===== src/rtl/acorn128_pkg.sv =====
// Shared definitions for the ACORN-128 phase sequencer.
// Holds the phase encoding and the fixed step counts of each phase.
package acorn128_pkg;

  typedef enum logic [2:0] {
    ST_IDLE  = 3'd0,
    ST_INIT  = 3'd1,
    ST_AD    = 3'd2,
    ST_ENC   = 3'd3,
    ST_FINAL = 3'd4,
    ST_DONE  = 3'd5
  } state_t;

  localparam int KEY_W       = 128;
  localparam int INIT_STEPS  = 1792;
  localparam int PAD_STEPS   = 256;
  localparam int CA_TAIL     = 128;
  localparam int FINAL_STEPS = 768;
  localparam int TAG_START   = 640;
  // Fixed part of the step counter; large enough for the 1792-step init phase.
  localparam int CNT_BASE_W  = 11;

endpackage


===== src/rtl/acorn128_ctrl.sv =====
// Phase sequencer for the bit-serial ACORN-128 datapath.
// Walks init -> AD absorb -> encrypt -> finalize, one state-update step per
// cycle with step_en high, drives m/ca/cb to the datapath feedback, streams
// ciphertext bits and collects the 128-bit tag from the keystream.
// Optional feature macro: ACORN128_DECRYPT_EN adds a decrypt input.
//
// Input handshake: on a data step din_ready is high; a bit is consumed on a
// rising edge where din_valid && din_ready. While din_ready is high and
// din_valid is low the step is stalled and no state changes. din_ready never
// depends on din_valid. dout/dout_valid have no backpressure.
module acorn128_ctrl
  import acorn128_pkg::*;
#(
  parameter int LEN_W = 16
) (
  input  logic             clk,
  input  logic             rst,
  input  logic             start,
  input  logic [KEY_W-1:0] key,
  input  logic [KEY_W-1:0] iv,
  input  logic [LEN_W-1:0] ad_len,
  input  logic [LEN_W-1:0] pt_len,
  input  logic             din,
  input  logic             din_valid,
`ifdef ACORN128_DECRYPT_EN
  input  logic             decrypt,
`endif
  input  logic             ks_in,
  output logic             din_ready,
  output logic             step_en,
  output logic             m_out,
  output logic             ca_out,
  output logic             cb_out,
  output logic             dout,
  output logic             dout_valid,
  output logic [KEY_W-1:0] tag,
  output logic             tag_valid,
  output logic             busy,
  output state_t           state_dbg
);

  localparam int CNT_W = CNT_BASE_W + LEN_W;

  state_t             state_q;
  state_t             state_d;
  logic [CNT_W-1:0]   cnt_q;
  logic [KEY_W-1:0]   key_q;
  logic [KEY_W-1:0]   iv_q;
  logic [LEN_W-1:0]   ad_len_q;
  logic [LEN_W-1:0]   pt_len_q;
  logic [CNT_W-1:0]   ad_len_x;
  logic [CNT_W-1:0]   pt_len_x;
  logic               data_step;
  logic               last_step;
  logic               phase_done;
  logic               start_ok;
  logic               enc_m;

  assign ad_len_x   = CNT_W'(ad_len_q);
  assign pt_len_x   = CNT_W'(pt_len_q);
  assign phase_done = step_en & last_step;
  assign start_ok   = start & ((state_q == ST_IDLE) | (state_q == ST_DONE));
  assign state_dbg  = state_q;

`ifdef ACORN128_DECRYPT_EN
  logic decrypt_q;

  // Mode bit is captured with the rest of the job parameters.
  always_ff @(posedge clk) begin
    if (rst)           decrypt_q <= 1'b0;
    else if (start_ok) decrypt_q <= decrypt;
  end

  // In decrypt mode the recovered plaintext is what gets absorbed.
  assign enc_m = decrypt_q ? (din ^ ks_in) : din;
`else
  assign enc_m = din;
`endif

  // State register: phase transitions, reset returns to IDLE immediately.
  always_ff @(posedge clk) begin
    if (rst) state_q <= ST_IDLE;
    else     state_q <= state_d;
  end

  // Phase decode: is this a data step, and is it the final step of the phase.
  always_comb begin
    data_step = 1'b0;
    last_step = 1'b0;
    case (state_q)
      ST_INIT:  last_step = (cnt_q == CNT_W'(INIT_STEPS - 1));
      ST_AD: begin
        data_step = (cnt_q < ad_len_x);
        last_step = (cnt_q == ad_len_x + CNT_W'(PAD_STEPS - 1));
      end
      ST_ENC: begin
        data_step = (cnt_q < pt_len_x);
        last_step = (cnt_q == pt_len_x + CNT_W'(PAD_STEPS - 1));
      end
      ST_FINAL: last_step = (cnt_q == CNT_W'(FINAL_STEPS - 1));
      default:  ;
    endcase
  end

  // Next-state logic: each phase hands over on its last completed step.
  always_comb begin
    state_d = state_q;
    case (state_q)
      ST_IDLE:  if (start)      state_d = ST_INIT;
      ST_INIT:  if (phase_done) state_d = ST_AD;
      ST_AD:    if (phase_done) state_d = ST_ENC;
      ST_ENC:   if (phase_done) state_d = ST_FINAL;
      ST_FINAL: if (phase_done) state_d = ST_DONE;
      ST_DONE:  if (start)      state_d = ST_INIT;
      default:                  state_d = ST_IDLE;
    endcase
  end

  // Datapath controls: step enable, message bit and ca/cb per phase/step.
  always_comb begin
    step_en   = 1'b0;
    m_out     = 1'b0;
    ca_out    = 1'b0;
    cb_out    = 1'b0;
    din_ready = 1'b0;
    case (state_q)
      ST_INIT: begin
        step_en = 1'b1;
        ca_out  = 1'b1;
        cb_out  = 1'b1;
        if (cnt_q < CNT_W'(128))       m_out = key_q[cnt_q[6:0]];
        else if (cnt_q < CNT_W'(256))  m_out = iv_q[cnt_q[6:0]];
        else if (cnt_q == CNT_W'(256)) m_out = ~key_q[0];
        else                           m_out = key_q[cnt_q[6:0]];
      end
      ST_AD: begin
        cb_out = 1'b1;
        ca_out = (cnt_q < ad_len_x + CNT_W'(CA_TAIL));
        if (data_step) begin
          din_ready = 1'b1;
          step_en   = din_valid;
          m_out     = din;
        end else begin
          step_en = 1'b1;
          m_out   = (cnt_q == ad_len_x);
        end
      end
      ST_ENC: begin
        cb_out = 1'b0;
        ca_out = (cnt_q < pt_len_x + CNT_W'(CA_TAIL));
        if (data_step) begin
          din_ready = 1'b1;
          step_en   = din_valid;
          m_out     = enc_m;
        end else begin
          step_en = 1'b1;
          m_out   = (cnt_q == pt_len_x);
        end
      end
      ST_FINAL: begin
        step_en = 1'b1;
        ca_out  = 1'b1;
        cb_out  = 1'b1;
      end
      default: ;
    endcase
  end

  // Step counter: cleared on every phase entry, advances only on real steps.
  always_ff @(posedge clk) begin
    if (rst)                     cnt_q <= '0;
    else if (state_d != state_q) cnt_q <= '0;
    else if (step_en)            cnt_q <= cnt_q + CNT_W'(1);
  end

  // Job parameters are captured when a start is accepted.
  always_ff @(posedge clk) begin
    if (rst) begin
      key_q    <= '0;
      iv_q     <= '0;
      ad_len_q <= '0;
      pt_len_q <= '0;
    end else if (start_ok) begin
      key_q    <= key;
      iv_q     <= iv;
      ad_len_q <= ad_len;
      pt_len_q <= pt_len;
    end
  end

  // Registered outputs: ciphertext stream, tag collection, status flags.
  always_ff @(posedge clk) begin
    if (rst) begin
      dout       <= 1'b0;
      dout_valid <= 1'b0;
      tag        <= '0;
      tag_valid  <= 1'b0;
      busy       <= 1'b0;
    end else begin
      dout_valid <= 1'b0;
      busy       <= (state_d != ST_IDLE) && (state_d != ST_DONE);
      if (start_ok) begin
        tag       <= '0;
        tag_valid <= 1'b0;
      end
      if ((state_q == ST_ENC) && data_step && din_valid) begin
        dout       <= din ^ ks_in;
        dout_valid <= 1'b1;
      end
      // Steps 640..767 map onto tag bits 0..127 via the low counter bits.
      if ((state_q == ST_FINAL) && (cnt_q >= CNT_W'(TAG_START)))
        tag[cnt_q[6:0]] <= ks_in;
      if ((state_q == ST_FINAL) && phase_done)
        tag_valid <= 1'b1;
    end
  end

endmodule

===== config.mk =====
export PLATFORM = sky130hd
export DESIGN_NAME = acorn128_ctrl
export DESIGN_NICKNAME = d
export VERILOG_FILES = /design/src/rtl/acorn128_pkg.sv /design/src/rtl/acorn128_ctrl.sv
export SDC_FILE = /design/constraint.sdc
export NUM_CORES = 1
export LEC_CHECK = 0
export BUFFER_PORTS_ARGS = -buffer_cell sky130_fd_sc_hd__buf_4
export CAP_MARGIN = 20
export CORE_MARGIN = 5
export CORE_UTILIZATION = 56
export DETAILED_ROUTE_END_ITERATION = 8
export GPL_ROUTABILITY_DRIVEN = 1
export GPL_TIMING_DRIVEN = 0
export PLACE_DENSITY = 0.81
export SKIP_LAST_GASP = 1
export SLEW_MARGIN = 25
export SYNTH_ARGS = -nofsm -noshare
export SYNTH_HDL_FRONTEND = slang
export SYNTH_SLANG_ARGS = --single-unit

===== constraint.sdc =====
create_clock -name clk -period 4.8 [get_ports clk]
set_input_delay 0.72 -clock clk [delete_from_list [all_inputs] [get_ports clk]]
set_output_delay 0.72 -clock clk [all_outputs]
set_load 0.005 [all_outputs]

==> qor.csv, run 1 <==
stage;metric;value;unit
run_status;outcome;finished, violations left;
run_status;violations;negative setup slack;
finish;finish.net_count;3614;
finish;multi_input_area;11600;µm²
global_routing;grt_use_total;0.397;
clocking;cts_root_buf;clkbuf_16;
clocking;tritoncts;yes;
timing;worst_pin_slew;1200;ps
power;pwr-share-comb;0.125;
logic_synthesis;ys_async_sr_fraction;0;
critical_path;critical_path_class;reg2out;
timing;grt_setup_unrepaired;yes;
finish;fin_util;0.710;
detailed_routing;top_layer_used;met4;
logic_synthesis;synth_top_family_by_area;compound AO/OA/AOI/OAI gates;
timing;fin_crit;5050;ps
power;leakage;0.0104;µW
finish;fillers;3132;
die;die_area;42600;µm²
global_routing;grt_pass1_wl;131000;µm
timing;worst_slack;-255;ps
logic_synthesis;synth.area.mux_share;0.0336;
logic_synthesis;ys_seq_area_frac;0.417;
job;max-cap-violations;0;
logic_synthesis;syn_area;21600;µm²
clocking;cts_inserted_buffers;47;
critical_path;setup.worst_path.end_class;output pin;
die;fp-row-count;72;
detailed_routing;ant_nets;0;
logic_synthesis;synth_top_area_share;0.417;
finish;syn_to_final_growth;26.3;%
logic_synthesis;synth_compound_area_frac;0.226;
power;p_switching;2430;µW
clocking;htree_levels;2;
detailed_routing;dr_wl_met2;39100;µm
detailed_routing;dr_total_vias;23900;
clocking;cts_sinks;450;
power;p_sw_frac;0.271;
detailed_routing;drt-met1-wl;31800;µm
finish;area.sequential;9010;µm²
power;clock_power_share;0.429;
detailed_routing;drtIter0Drc;2924;
logic_synthesis;yosys.area.top_type;dfxtp_1;
power;p_int;6530;µW
logic_synthesis;synth_nets;3132;
detailed_routing;routed_via_density;6.27;
logic_synthesis;synth_seq_cells;450;
logic_synthesis;synth_area_per_cell;7.76;µm²
logic_synthesis;yosys.area_share.simple;0.216;
timing;hold_viol_final;0;
logic_synthesis;yosysUniqueCellTypes;74;
detailed_routing;drc;0;
critical_path;cp.required;4080;ps
global_routing;antenna_found_initial;2;
min_path;hold_start;iv[85];
timing;finClkSkew;19.4;ps
critical_path;crit_fanout;10;
die;start_util;0.562;
timing;finalSetupViolCount;1;
clocking;clk_pin_slew;60;ps
power;vdd_drop_max;0.274;mV
power;powerDensity;328;nW/µm²
critical_path;rr_startpoint;state_dbg[2]$_SDFF_PP0_;
timing;final-max-slew-violation-count;0;
power;total_power;8950;µW
logic_synthesis;synth_flop_cell;dfxtp_1;
logic_synthesis;synth_edf_count;0;
critical_path;arrival;4330;ps
logic_synthesis;synthAdderAreaFrac;0.0330;
die;core;38400;µm²
clocking;max-clock-path-buffers;3;
detailed_routing;wl_met3;10200;µm
die;die_w;206;µm
logic_synthesis;ys_top_cells_by_area;dfxtp_1 42%, nand2_1 11%, a21oi_1 11%, o211ai_1 4.7%, nand3_1 3.8%;
global_routing;grt_pass1_vias;23300;
min_path;min_path_type;in2reg;
power;pwr-share-seq;0.447;
die;fp.dieH;206;µm
detailed_routing;wl;88300;µm
logic_synthesis;synth_cells;2781;
clocking;insertion_delay;620;ps
place;gp_congestion;0.933;
logic_synthesis;synth-xor-area-share;0.0254;
timing;min_period_over_period;1.05;
critical_path;worstSetupStartpoint;cnt_q[2]$_SDFFE_PP0P_;
clocking;ctsHoldBuffers;0;
global_routing;grt_max_degree;15;
detailed_routing;drtPass1Iterations;9;
critical_path;setup.worst_path.start_class;flop;
logic_synthesis;synth_warnings;0;
timing;max_freq;198;MHz
timing;relSlewSlack;0.200;
finish;drive_gt1_frac;0.186;
global_routing;grt_overflow_total;0;
detailed_routing;wire_per_inst;23.1;µm
place;port-buffer-count;433;
place;dp_hpwl;65400;µm
die;pin_count;434;
[synthesized netlist by cell type (10+ instances only)]
cell type	number
nand2_1	661
a21oi_1	475
dfxtp_1	450
clkbuf_1	202
nand3_1	166
o211ai_1	135
nor2_1	84
ha_1	57
nor3_1	55
o21ai_0	49
inv_1	41
xnor2_1	37
a22oi_1	34
mux2i_1	24
mux2_2	23
xor2_1	23
a221oi_1	22
nand4_1	20
buf_1	19
nor4_1	13
a21o_1	12
mux4_2	10
[path summary, 6_finish.rpt]
kind,cells after the start,slack [ps],end
setup / recovery,13,-250,m_out
setup reg to reg,17,330,cnt_q[7]$_SDFFE_PP0P_
hold / removal,3,350,iv_q[85]$_SDFFE_PP0P_
hold reg to reg,2,450,iv_q[46]$_SDFFE_PP0P_
[kinds of logic (layout without fill, tap and decap cells)]
family,after synthesis,count (layout)
AOI/OAI and AO/OA,808,808
xor gates and xnor gates,61,61
adders and majority gates,57,57
buffers and inverters,274,792
DFF,450,450
muxes,57,57
other,0,1
and+or+nand+nor,1074,1074
[state kept, by name (all words and copies together) (netlist names), 3 cells and up]
name,count
ad_len_q,16
key_q,128
pt_len_q,16
tag,128
cnt_q,27
state_dbg,3
iv_q,128
[critical path, stage by stage (launching register included)]
cell and delay, ps:
dfxtp_1 380, clkbuf_2 250, clkbuf_4 320, and3b_1 190, clkbuf_1 500, buf_1 690, a21oi_1 160, o21ai_0 110
a21oi_1 120, nor3_1 220, a21o_1 110, a31oi_1 110, o211ai_1 380, buf_4 190
[through the flow]
stage,setup TNS (ps),hold WS [ps],setup slack [ps],instance area (µm²),std cells
finish,-255,349,-255,27300,3818
global route,-81.8,345,-81.8,27300,3817
global placement,-12150,440,-980,25500,3732
detailed placement,-13750,445,-981,25500,3733
floorplan,0,433,724,21600,2781
CTS,-35.5,342,-35.5,27200,3818
[layout by cell type, fill, tap and decap left out, drive strengths merged, types with 20 or more instances in the layout]
master	Yosys	layout
a22oi	34	34
nor3	55	55
a221oi	22	22
a21oi	475	475
mux2	23	23
nand4	20	20
xor2	23	23
o21ai	49	49
nand3	166	166
nor2	84	84
ha	57	57
nand2	661	661
mux2i	24	24
dfxtp	450	450
buf	31	460
o211ai	135	135
clkbuf	202	269
inv	41	44
xnor2	37	37
[power groups by stage]
stage	Clock [µW]	Combinational (µW)	Sequential, µW
4_1_cts	3810	1080	3990
3_3_place_gp	0	1040	4070
3_5_place_dp	0	1070	4070
5_1_grt	3980	1200	4010
2_1_floorplan	0	603	4040
6_report	3840	1120	4000
[cell type report]
type	instances	share of cell area
Timing Repair Buffer	435	0.120
Clock buffer	63	0.0497
Buffer	231	0.0360
Clock inverter	22	0.00977
Tap cell	518	0.0238
Antenna cell	1	0.0000918
Inverter	41	0.00564
Multi-Input combinational cell	2057	0.425
Sequential cell	450	0.330
[timing repair]
item / 4_1_cts / 5_1_grt
endpoints found under the setup margin: 56 / 35
gates resized for setup: 64 / 24
setup buffers: 0 / 1
[layer usage]
layer,vias up,GRT usage
li1,10800,-
met2,1632,0.627
met1,11100,0.482
met5,-,0
met3,444,0.0945
met4,0,0.263
No activity file was read; power rests on OpenSTA's default activity.
==> inputs of run 2 (changes only) <==
--- a/config.mk
+++ b/config.mk
@@ -13,6 +13,7 @@
 export GPL_ROUTABILITY_DRIVEN = 1
 export GPL_TIMING_DRIVEN = 0
 export PLACE_DENSITY = 0.81
+export REMOVE_ABC_BUFFERS = 1
 export SKIP_LAST_GASP = 1
 export SLEW_MARGIN = 25
 export SYNTH_ARGS = -nofsm -noshare
==> run 2 against run 1 <==
  * The flow still finishes with violations (negative setup slack)
  * Fmax up 4.0%
  * Sequential share of layout area increased by 0.63 points
  * Via count down 6.0%
  * Worst setup slack improved by 190 ps
  * Critical path depth decreased by 2
  * Wire length shrank 12%
  * Cell area decreased by 1.6%
  * Register-to-register slack gained 160 ps
  * Clock skew up 9.5 ps
  * Critical endpoint unchanged
  * Largest cell class unchanged
==> qor.csv, run 2 (same netlist as run 1, synthesis figures left out) <==
stage;metric;value;unit
finish;finalInstanceArea;26800;µm²
job;max-cap-violations;0;
die;pin_count;434;
critical_path;crit_fanout;41;
timing;relSlewSlack;0.256;
critical_path;r2r.worst_path.cells;14;
timing;finalSetupViolCount;1;
critical_path;setup.worst_path.start_class;flop;
place;placed_cell_area;25200;µm²
detailed_routing;wl;77300;µm
min_path;hold_start;key[64];
clocking;cts_root_buf;clkbuf_16;
die;start_util;0.562;
finish;mostFrequentLayoutCells;660 x nand2_1, 475 x a21oi_1, 450 x buf_4, 442 x dfxtp_1, 166 x nand3_1;
critical_path;critical_path_class;reg2out;
detailed_routing;dr_total_vias;22500;
critical_path;setup.worst_path.end_class;output pin;
min_path;worstHoldPathCells;3;
power;leakage;0.0102;µW
critical_path;arrival;4140;ps
finish;syn_to_final_growth;24.2;%
detailed_routing;routed_via_density;6.21;
global_routing;grt_pass1_vias;21400;
timing;min_period_over_period;1.01;
detailed_routing;ant_nets;0;
timing;worst_slack;-61.4;ps
clocking;insertion_delay;610;ps
run_status;violations;negative setup slack;
place;dp_hpwl;53500;µm
finish;finish.net_count;3423;
die;fp.dieH;206;µm
finish;drive_gt1_frac;0.199;
detailed_routing;drc;0;
finish;layout_commonest_cell;nand2_1;
clocking;clk_pin_slew;60;ps
timing;fin_crit;4860;ps
die;core;38400;µm²
global_routing;grt_pass1_wl;117000;µm
clocking;max-clock-path-buffers;3;
critical_path;crit_top_cell;o21ai_0;
timing;worst_pin_slew;1110;ps
clocking;cts_sinks;450;
timing;final-max-slew-violation-count;0;
timing;hold_viol_final;0;
die;die_area;42600;µm²
finish;largest_registers;iv_q: 128 flops, key_q: 128 flops, tag: 128 flops;
finish;fillers;3128;
critical_path;max_stage_delay;670;ps
global_routing;grt_use_total;0.346;
critical_path;rr_startpoint;state_dbg[2]$_SDFF_PP0_;
place;dp_slack;-319;ps
run_status;outcome;finished, violations left;
critical_path;reg2reg_slack;490;ps
power;vdd_drop_max;0.266;mV
critical_path;cp.required;4080;ps
clocking;tritoncts;yes;
power;powerDensity;319;nW/µm²
timing;finClkSkew;28.9;ps
global_routing;grt_max_degree;130;
global_routing;grt_overflow_total;0;
clocking;cts_inserted_buffers;47;
die;die_w;206;µm
timing;max_freq;206;MHz
clocking;ctsHoldBuffers;0;
min_path;min_path_type;in2reg;
detailed_routing;wire_per_inst;21.3;µm
min_path;hold-path-endpoint;key_q[64]$_SDFFE_PP0P_;
critical_path;cpMaxStageDelayCell;dfxtp_4;
place;port-buffer-count;433;
critical_path;path_cells;buf_12 -> and2_2 -> a22oi_1 -> and3_1 -> o21ai_0 -> o21ai_0 -> a311o_1 -> a21oi_1 -> a31oi_1 -> o211ai_1 -> buf_4;
clocking;htree_levels;2;
place;gp_congestion;0.894;
power;total_power;8550;µW
critical_path;r2r_end;cnt_q[11]$_SDFFE_PP0P_;
timing;grt_setup_unrepaired;yes;
detailed_routing;drtIter0Drc;2591;
global_routing;antenna_found_initial;3;
detailed_routing;drtPass1Iterations;6;
die;fp-row-count;72;
==> run 2: repair_timing <==
item	4_1_cts	5_1_grt
endpoints found under the hold margin	0	0
buffers inserted	6	5
setup endpoints to repair	33	32
gates resized for setup	11	6
cloned	0	0
==> run 2: worst max-delay path, delay by kind of cell (launching register included) <==
family          cells  cell delay [ps]
flops               1              670
simple gates        2              610
buf+inv             2              500
compound gates      7             1720
==> run 2: worst max-delay path by stage <==
stage | start | end | slack [ps] | cells past startpoint
after detailed placement | state_dbg[0]$_SDFF_PP0_ | cnt_q[5]$_SDFFE_PP0P_ | -320 | 11
after floorplan | state_dbg[2]$_SDFF_PP0_ | tag[0]$_SDFF_PP0_ | -3120 | 5
final | cnt_q[2]$_SDFFE_PP0P_ | m_out | -60 | 11
after global routing | cnt_q[2]$_SDFFE_PP0P_ | m_out | -80 | 11
after CTS | cnt_q[4]$_SDFFE_PP0P_ | m_out | -20 | 10
after global placement | start | tag[77]$_SDFF_PP0_ | -6660 | 4
==> run 2: layout make-up <==
class | instances | area (µm²) | share of cell area
clock inverters | 12 | 106 | 0.00397
repair buffers | 475 | 3900 | 0.145
well taps | 518 | 648 | 0.0242
multi-input cells | 2057 | 11600 | 0.433
diodes | 2 | 5.00 | 0.000187
clock buffers | 71 | 1370 | 0.0510
inverters | 41 | 165 | 0.00616
flip-flops and latches | 450 | 9030 | 0.337
==> run 2: metrics by stage <==
step	setup TNS (ps)	cells	hold WS, ps	util
global route	-77.7	3625	360	0.699
CTS	-17.7	3619	340	0.697
floorplan	-1217720	2548	427	-
detailed placement	-8200	3530	444	0.656
finish	-61.4	3626	353	0.699
global placement	-2712730	3499	440	0.640
==> run 2: per-layer routing <==
layer	GRT usage	vias up	share of wire
li1	-	10400	-
met2	0.564	1212	0.47
met1	0.436	10600	0.38
met5	0	-	0.00035
met3	0.0673	256	0.099
met4	0.178	4	0.053
==> run 2: report_power, final <==
part	internal [µW]	total (µW)	switching, µW	leakage, µW
Sequential	3890	4010	123	0.00368
Clock	1970	3520	1540	0.000723
Combinational	429	1030	597	0.00582
